--- src/rtl/mem_access_unit_if.sv ---
// SRAM-like data bus between the MEM-stage load/store engine and the data memory.
interface mem_access_unit_if #(
  parameter int ADDR_W = 32,
  parameter int DATA_W = 32
);
  logic                  data_req;
  logic                  data_wr;
  logic [1:0]            data_size;
  logic [ADDR_W-1:0]     data_addr;
  logic [DATA_W/8-1:0]   data_wstrb;
  logic [DATA_W-1:0]     data_wdata;
  logic                  data_addr_ok;
  logic                  data_data_ok;
  logic [DATA_W-1:0]     data_rdata;

  modport master (
    output data_req, data_wr, data_size, data_addr, data_wstrb, data_wdata,
    input  data_addr_ok, data_data_ok, data_rdata
  );

  modport slave (
    input  data_req, data_wr, data_size, data_addr, data_wstrb, data_wdata,
    output data_addr_ok, data_data_ok, data_rdata
  );
endinterface

--- src/rtl/mem_access_unit.sv ---
// MEM-stage load/store engine: one bus transaction per load/store, store lane alignment,
// misalignment detection and pipeline stall while a transaction is open.
module mem_access_unit #(
  parameter int ADDR_W = 32,
  parameter int DATA_W = 32
) (
  input  logic                clk,
  input  logic                rst,
  input  logic                MEM_Valid,
  input  logic                MEM_Flush,
  input  logic                MEM_Wr,
  input  logic                MEM_IsLoad,
  input  logic                MEM_IsStore,
  input  logic [1:0]          MEM_Size,
  input  logic [31:0]         MEM_ALUOut,
  input  logic [31:0]         MEM_OutB,
  mem_access_unit_if.master   data,
  output logic [31:0]         MEM_DMOut,
  output logic                MEM_AdEL,
  output logic                MEM_AdES,
  output logic                MEM_Busy
);

  typedef enum logic [2:0] {
    S_IDLE,
    S_REQ,
    S_REQ_K,
    S_WAIT,
    S_DONE,
    S_DRAIN
  } state_t;

  state_t state, state_nx;

  logic                op;
  logic                mis;
  logic                sz_half;
  logic                sz_word;
  logic                issue;
  logic [DATA_W/8-1:0] wstrb_nx;
  logic [DATA_W-1:0]   wdata_nx;

  // Size 3 is illegal and falls through to word handling.
  assign sz_half  = (MEM_Size == 2'd1);
  assign sz_word  = MEM_Size[1];
  assign op       = MEM_Valid & (MEM_IsLoad | MEM_IsStore) & ~MEM_Flush;
  assign mis      = (sz_half & MEM_ALUOut[0]) | (sz_word & (|MEM_ALUOut[1:0]));
  assign MEM_AdEL = op & MEM_IsLoad & mis;
  assign MEM_AdES = op & MEM_IsStore & mis;
  assign issue    = op & ~mis;
  assign MEM_Busy = issue & (state != S_DONE);

  assign data.data_req = (state == S_REQ) || (state == S_REQ_K);

  always_comb begin
    wstrb_nx = '0;
    wdata_nx = MEM_OutB;
    if (MEM_IsStore) begin
      if (MEM_Size == 2'd0) begin
        wdata_nx = {4{MEM_OutB[7:0]}};
        wstrb_nx = 4'b0001 << MEM_ALUOut[1:0];
      end else if (sz_half) begin
        wdata_nx = {2{MEM_OutB[15:0]}};
        wstrb_nx = MEM_ALUOut[1] ? 4'b1100 : 4'b0011;
      end else begin
        wstrb_nx = '1;
      end
    end
  end

  // A flush while the request is still unaccepted keeps req up (REQ_K) and the
  // eventual response is discarded in DRAIN.
  always_comb begin
    state_nx = state;
    case (state)
      S_IDLE:  if (issue) state_nx = S_REQ;
      S_REQ: begin
        if (data.data_addr_ok) state_nx = MEM_Flush ? S_DRAIN : S_WAIT;
        else if (MEM_Flush)    state_nx = S_REQ_K;
      end
      S_REQ_K: if (data.data_addr_ok) state_nx = S_DRAIN;
      S_WAIT: begin
        if (data.data_data_ok) state_nx = MEM_Flush ? S_IDLE : S_DONE;
        else if (MEM_Flush)    state_nx = S_DRAIN;
      end
      S_DONE:  if (MEM_Wr || MEM_Flush) state_nx = S_IDLE;
      S_DRAIN: if (data.data_data_ok) state_nx = S_IDLE;
      default: state_nx = S_IDLE;
    endcase
  end

  always_ff @(posedge clk or posedge rst) begin
    if (rst) state <= S_IDLE;
    else     state <= state_nx;
  end

  always_ff @(posedge clk or posedge rst) begin
    if (rst) begin
      data.data_wr    <= 1'b0;
      data.data_size  <= '0;
      data.data_addr  <= '0;
      data.data_wstrb <= '0;
      data.data_wdata <= '0;
    end else if (state == S_IDLE && issue) begin
      data.data_wr    <= MEM_IsStore;
      data.data_size  <= MEM_Size;
      data.data_addr  <= MEM_ALUOut[ADDR_W-1:0];
      data.data_wstrb <= wstrb_nx;
      data.data_wdata <= wdata_nx;
    end
  end

  always_ff @(posedge clk or posedge rst) begin
    if (rst) begin
      MEM_DMOut <= '0;
    end else if (state == S_WAIT && data.data_data_ok && !MEM_Flush && !data.data_wr) begin
      MEM_DMOut <= data.data_rdata;
    end
  end

endmodule

--- src/flat_wrapper.sv ---
// flat-port wrapper written by rule: the top's interface ports become plain ports
module mem_access_unit_flat 
#(
  parameter int ADDR_W = 32,
  parameter int DATA_W = 32
)
  (clk, rst, MEM_Valid, MEM_Flush, MEM_Wr, MEM_IsLoad, MEM_IsStore, MEM_Size, MEM_ALUOut, MEM_OutB, MEM_DMOut, MEM_AdEL, MEM_AdES, MEM_Busy, data_data_req, data_data_wr, data_data_size, data_data_addr, data_data_wstrb, data_data_wdata, data_data_addr_ok, data_data_data_ok, data_data_rdata);
  mem_access_unit_if #(.ADDR_W(ADDR_W), .DATA_W(DATA_W)) data_i ();
  input  logic clk;
  input  logic rst;
  input  logic MEM_Valid;
  input  logic MEM_Flush;
  input  logic MEM_Wr;
  input  logic MEM_IsLoad;
  input  logic MEM_IsStore;
  input  logic [1:0] MEM_Size;
  input  logic [31:0] MEM_ALUOut;
  input  logic [31:0] MEM_OutB;
  output logic [31:0] MEM_DMOut;
  output logic MEM_AdEL;
  output logic MEM_AdES;
  output logic MEM_Busy;
  output wire logic [$bits(data_i.data_req)-1:0] data_data_req;
  output wire logic [$bits(data_i.data_wr)-1:0] data_data_wr;
  output wire logic [$bits(data_i.data_size)-1:0] data_data_size;
  output wire logic [$bits(data_i.data_addr)-1:0] data_data_addr;
  output wire logic [$bits(data_i.data_wstrb)-1:0] data_data_wstrb;
  output wire logic [$bits(data_i.data_wdata)-1:0] data_data_wdata;
  input wire logic [$bits(data_i.data_addr_ok)-1:0] data_data_addr_ok;
  input wire logic [$bits(data_i.data_data_ok)-1:0] data_data_data_ok;
  input wire logic [$bits(data_i.data_rdata)-1:0] data_data_rdata;
  assign data_data_req = data_i.data_req;
  assign data_data_wr = data_i.data_wr;
  assign data_data_size = data_i.data_size;
  assign data_data_addr = data_i.data_addr;
  assign data_data_wstrb = data_i.data_wstrb;
  assign data_data_wdata = data_i.data_wdata;
  assign data_i.data_addr_ok = data_data_addr_ok;
  assign data_i.data_data_ok = data_data_data_ok;
  assign data_i.data_rdata = data_data_rdata;
  mem_access_unit #(.ADDR_W(ADDR_W), .DATA_W(DATA_W)) u_core (.clk(clk), .rst(rst), .MEM_Valid(MEM_Valid), .MEM_Flush(MEM_Flush), .MEM_Wr(MEM_Wr), .MEM_IsLoad(MEM_IsLoad), .MEM_IsStore(MEM_IsStore), .MEM_Size(MEM_Size), .MEM_ALUOut(MEM_ALUOut), .MEM_OutB(MEM_OutB), .data(data_i), .MEM_DMOut(MEM_DMOut), .MEM_AdEL(MEM_AdEL), .MEM_AdES(MEM_AdES), .MEM_Busy(MEM_Busy));
endmodule
--- config.mk ---
export PLATFORM = sky130hd
export DESIGN_NAME = mem_access_unit_flat
export DESIGN_NICKNAME = d
export VERILOG_FILES = /design/src/rtl/mem_access_unit_if.sv /design/src/rtl/mem_access_unit.sv /design/src/flat_wrapper.sv
export SDC_FILE = /design/constraint.sdc
export NUM_CORES = 1
export LEC_CHECK = 0
export ABC_AREA = 1
export BUFFER_PORTS_ARGS = -buffer_cell sky130_fd_sc_hd__buf_2
export CORE_AREA = 8 8 117 119
export CTS_BUF_LIST = sky130_fd_sc_hd__clkbuf_4 sky130_fd_sc_hd__clkbuf_8 sky130_fd_sc_hd__clkbuf_16
export DETAILED_ROUTE_END_ITERATION = 8
export DIE_AREA = 0 0 125 127
export PLACE_DENSITY = 0.69
export SLEW_MARGIN = 40
export SYNTH_ARGS = -nofsm -noshare
export SYNTH_HDL_FRONTEND = slang
export SYNTH_SLANG_ARGS = --single-unit
--- constraint.sdc ---
create_clock -name clk -period 6.1 [get_ports clk]
set_clock_uncertainty 0.05 [all_clocks]
set_input_delay 1.22 -clock clk [delete_from_list [all_inputs] [get_ports clk]]
set_output_delay 1.22 -clock clk [all_outputs]
set_load 0.05 [all_outputs]
==> results.py <==
metrics = {
    "status": {
        "run_status": "completed",
    },
    "global_route": {
        "gr-total-overflow": 0,
        "vias_in_the_first_global_route": 4452,
        "global_route_wire_length_before_repair_um": 21680,
        "antenna_found_initial": 0,
        "track_usage_pct": 16.76,
        "grt_start_max_net_pins": 80,
    },
    "sta": {
        "fmax_mhz": 279.2,
        "setup_violations": 0,
        "relSlewSlack_pct": 47.20,
        "rsz0062_at_grt": "false",
        "final_min_period_over_clock_period_pct": 58.72,
        "layout_min_cycle_time_ns": 3.582,
        "worst_slew_pin_slew_ns": 0.7912,
        "final.setup.tns_ns": 0,
        "timing.final.max_slew_violations": 0,
        "finalHoldViolations": 0,
        "min_hold_slack_ns": 0.4308,
    },
    "setup_path": {
        "worst-endpoint-arrival_ns": 2.31,
        "required_arrival_time_at_the_worst_endpoint_ns": 4.83,
        "worstSetupPathType": "in2out",
        "worst-path-max-fanout": 18,
        "longest_individual_stage_delay_on_the_worst_path_ns": 0.33,
        "worstPathCellList": "buf_2, nand2_1, nand2_1, nand2_2, nor4_1, buf_2",
        "setup.worst_path.start_class": "input pin",
        "worst_setup_path_end_kind": "output port",
        "critical-path-slowest-cell": "buf_2",
    },
    "clock_network": {
        "tritoncts_num_sinks": 106,
        "cts_made_buffers": 9,
        "clk_pin_slew_worst_paths_ns": 0.07,
        "post-cts-setup-buffers": 0,
        "cts_htree_levels": 3,
        "post_cts.resized_instances": 0,
        "cts_hold_buffers": 0,
        "clk_path_buf_depth": 2,
        "clockRootBuffer": "clkbuf_16",
        "cts_tree": "done",
        "clock_insertion_delay_worst_skew_ns": 0.34,
    },
    "placed_design": {
        "place.detailed.instances": 892,
        "buffer_ports.inserted": 213,
        "placed_area_um2": 5734,
        "gp_congestion": 0.8756,
        "estimated_wirelength_of_the_detail_placed_design_um": 10290,
    },
    "drt": {
        "antenna_violating_nets_post_route": 0,
        "vias_per_cell": 4.765,
        "dr.first_iter.drc_count": 277,
        "route.detailed.drc": 0,
        "route.detailed.wl_per_inst_um": 14.91,
        "wl_um": 13540,
        "via_count": 4327,
        "number_of_iterations_in_the_first_detailed_routing_pass": 4,
    },
    "floorplanning": {
        "die_height_um": 127,
        "width_of_the_die_um": 125,
        "fp.coreArea_um2": 11810,
        "die_area_um2": 15880,
        "floorplan.io_pins": 214,
        "fp-row-count": 40,
        "floorplan.initialDensity_pct": 38.90,
    },
    "run": {
        "drv.max_cap_violation_count": 0,
    },
    "synth": {
        "netlist_instances": 554,
        "synth_xor_xnor_area_share_pct": 0,
        "synth.yosys.warnings": 0,
        "register_bit_count_reported_by_yosys": 106,
        "yosys.cell_types.count": 23,
        "synth_top_family_by_area": "simple AND/OR/NAND/NOR gates",
        "syn_avg_cell_area_um2": 8.293,
        "multiplexer_fraction_of_the_synthesized_cell_area_pct": 0,
        "post_synth_instance_area_um2": 4594,
        "synth_simple_gate_area_share_pct": 22.49,
        "synthAdderAreaFrac_pct": 0,
        "synth_compound_gate_area_share_pct": 11.47,
        "syn_nets": 661,
        "fraction_of_the_yosys_area_taken_by_sequential_cells_pct": 57.73,
    },
    "power": {
        "post-layout-total-power_mw": 3.685,
        "vdd_ir_max_uv": 256.2,
        "static-leakage-power_nw": 3.554,
        "powerDensity_nw_per_um2": 606.9,
    },
    "finish": {
        "final-instance-count-excl-fill": 908,
        "post_route_cells_drive_above_1_share_pct": 32.33,
        "antenna_diode_instance_count": 0,
        "final_design_area_no_fill_um2": 6072,
        "nets": 863,
        "relative_area_change_from_synthesis_to_final_layout_pct": 32.16,
        "fillers": 1143,
    },
    "min_path": {
        "hp-class": "reg2reg",
    },
}
## critical path: cells and delay by family
kind,cells,cell delay [ns]
buf+inv,2,0.61
simple gates,4,0.47
## cells by family (layout without fill, tap and decap cells)
group                  count (synthesis)  in the layout
buffers and inverters                 90            297
AOI/OAI and AO/OA                    100            100
DFF                                  106            106
and+or+nand+nor                      258            258
## sequential cells by signal, indices dropped and copies added, names as in the netlist
| name | count |
|---|---|
| u_core.data.data_addr | 32 |
| u_core.data.data_wdata | 32 |
| u_core.MEM_DMOut | 32 |
| u_core.data.data_size | 2 |
| u_core.state | 3 |
| u_core.data.data_wstrb | 4 |
| u_core.data.data_wr | 1 |
## area by class of cell
| class | instances | area [um^2] | area share (%) |
|---|---|---|---|
| sequential | 106 | 2653 | 43.68 |
| multi-input combinational | 358 | 1560 | 25.70 |
| timing repair buffer | 216 | 1092 | 17.99 |
| clock buffer | 12 | 260.3 | 4.286 |
| inverter | 65 | 249.0 | 4.101 |
| tap | 147 | 183.9 | 3.029 |
| clock inverter | 4 | 73.82 | 1.216 |
## metal layers
metal  wire, um  global-route usage, %  vias up
li1           -                      -     2128
met1       5650                  19.65     2008
met2       6413                  27.20      168
met3       1184                  6.198       23
met4        291                  7.307        0
met5          0                      0        -
## placed cells by master, fill, tap and decap left out, drive strengths merged
cell type	Yosys	routed
buf	18	216
o21ai	76	76
o22ai	7	7
nor4	1	1
nand3	18	18
inv	65	65
dfrtp	106	106
nor3	1	1
clkinv	0	2
o21a	7	7
a21oi	10	10
nand2	225	225
nand4	2	2
bufinv	0	2
clkbuf	7	12
nor2	11	11
## cell usage after synthesis
master | count | area (um^2)
nand4_1 | 1 | 6.260
nor2_2 | 4 | 25.02
nand4_2 | 1 | 12.51
nand2_2 | 2 | 12.51
o21ai_0 | 66 | 330.3
buf_4 | 1 | 7.510
nor2_4 | 1 | 11.26
buf_2 | 14 | 70.07
dfrtp_1 | 106 | 2653
nor3_1 | 1 | 5.000
nand2_1 | 223 | 837.1
o21a_1 | 7 | 52.55
nand3_2 | 1 | 10.01
buf_6 | 3 | 33.78
inv_2 | 4 | 15.01
inv_1 | 61 | 229.0
clkbuf_1 | 7 | 26.28
nor4_1 | 1 | 6.260
nand3_1 | 17 | 85.08
nor2_1 | 6 | 22.52
o22ai_1 | 7 | 43.79
a21oi_1 | 10 | 50.05
o21ai_1 | 10 | 50.05
## power breakdown
| group | total, mW | switching [mW] | internal (mW) |
|---|---|---|---|
| Clock | 0.637 | 0.250 | 0.387 |
| Sequential | 1.18 | 0.178 | 1.00 |
| Combinational | 1.87 | 1.47 | 0.395 |
| Total | 3.68 | 1.90 | 1.78 |
## worst paths after layout
check,depth (start not counted),slack [ns],start,endpoint
min in group asynchronous,2,0.88,rst,u_core.state[2]
worst max register to register,8,3.72,u_core.state[2],u_core.data.data_wr
worst max-delay path,6,2.52,MEM_Size[0],MEM_AdES
worst min register to register,2,0.43,u_core.MEM_DMOut[29],u_core.MEM_DMOut[29]
max in group asynchronous,3,4.18,rst,u_core.data.data_addr[12]
worst min-delay path,2,0.43,u_core.MEM_DMOut[29],u_core.MEM_DMOut[29]
## per-stage QoR
| stage | worst slack, ns | utilization (%) |
|---|---|---|
| 4_1_cts | 2.516 | 51.38 |
| 3_3_place_gp | 2.481 | 48.53 |
| 3_5_place_dp | 2.511 | 48.55 |
| 5_1_grt | 2.418 | 51.41 |
| 2_1_floorplan | 1.791 | - |
| 6_report | 2.518 | 51.41 |
(Power assumes the default switching activity.)
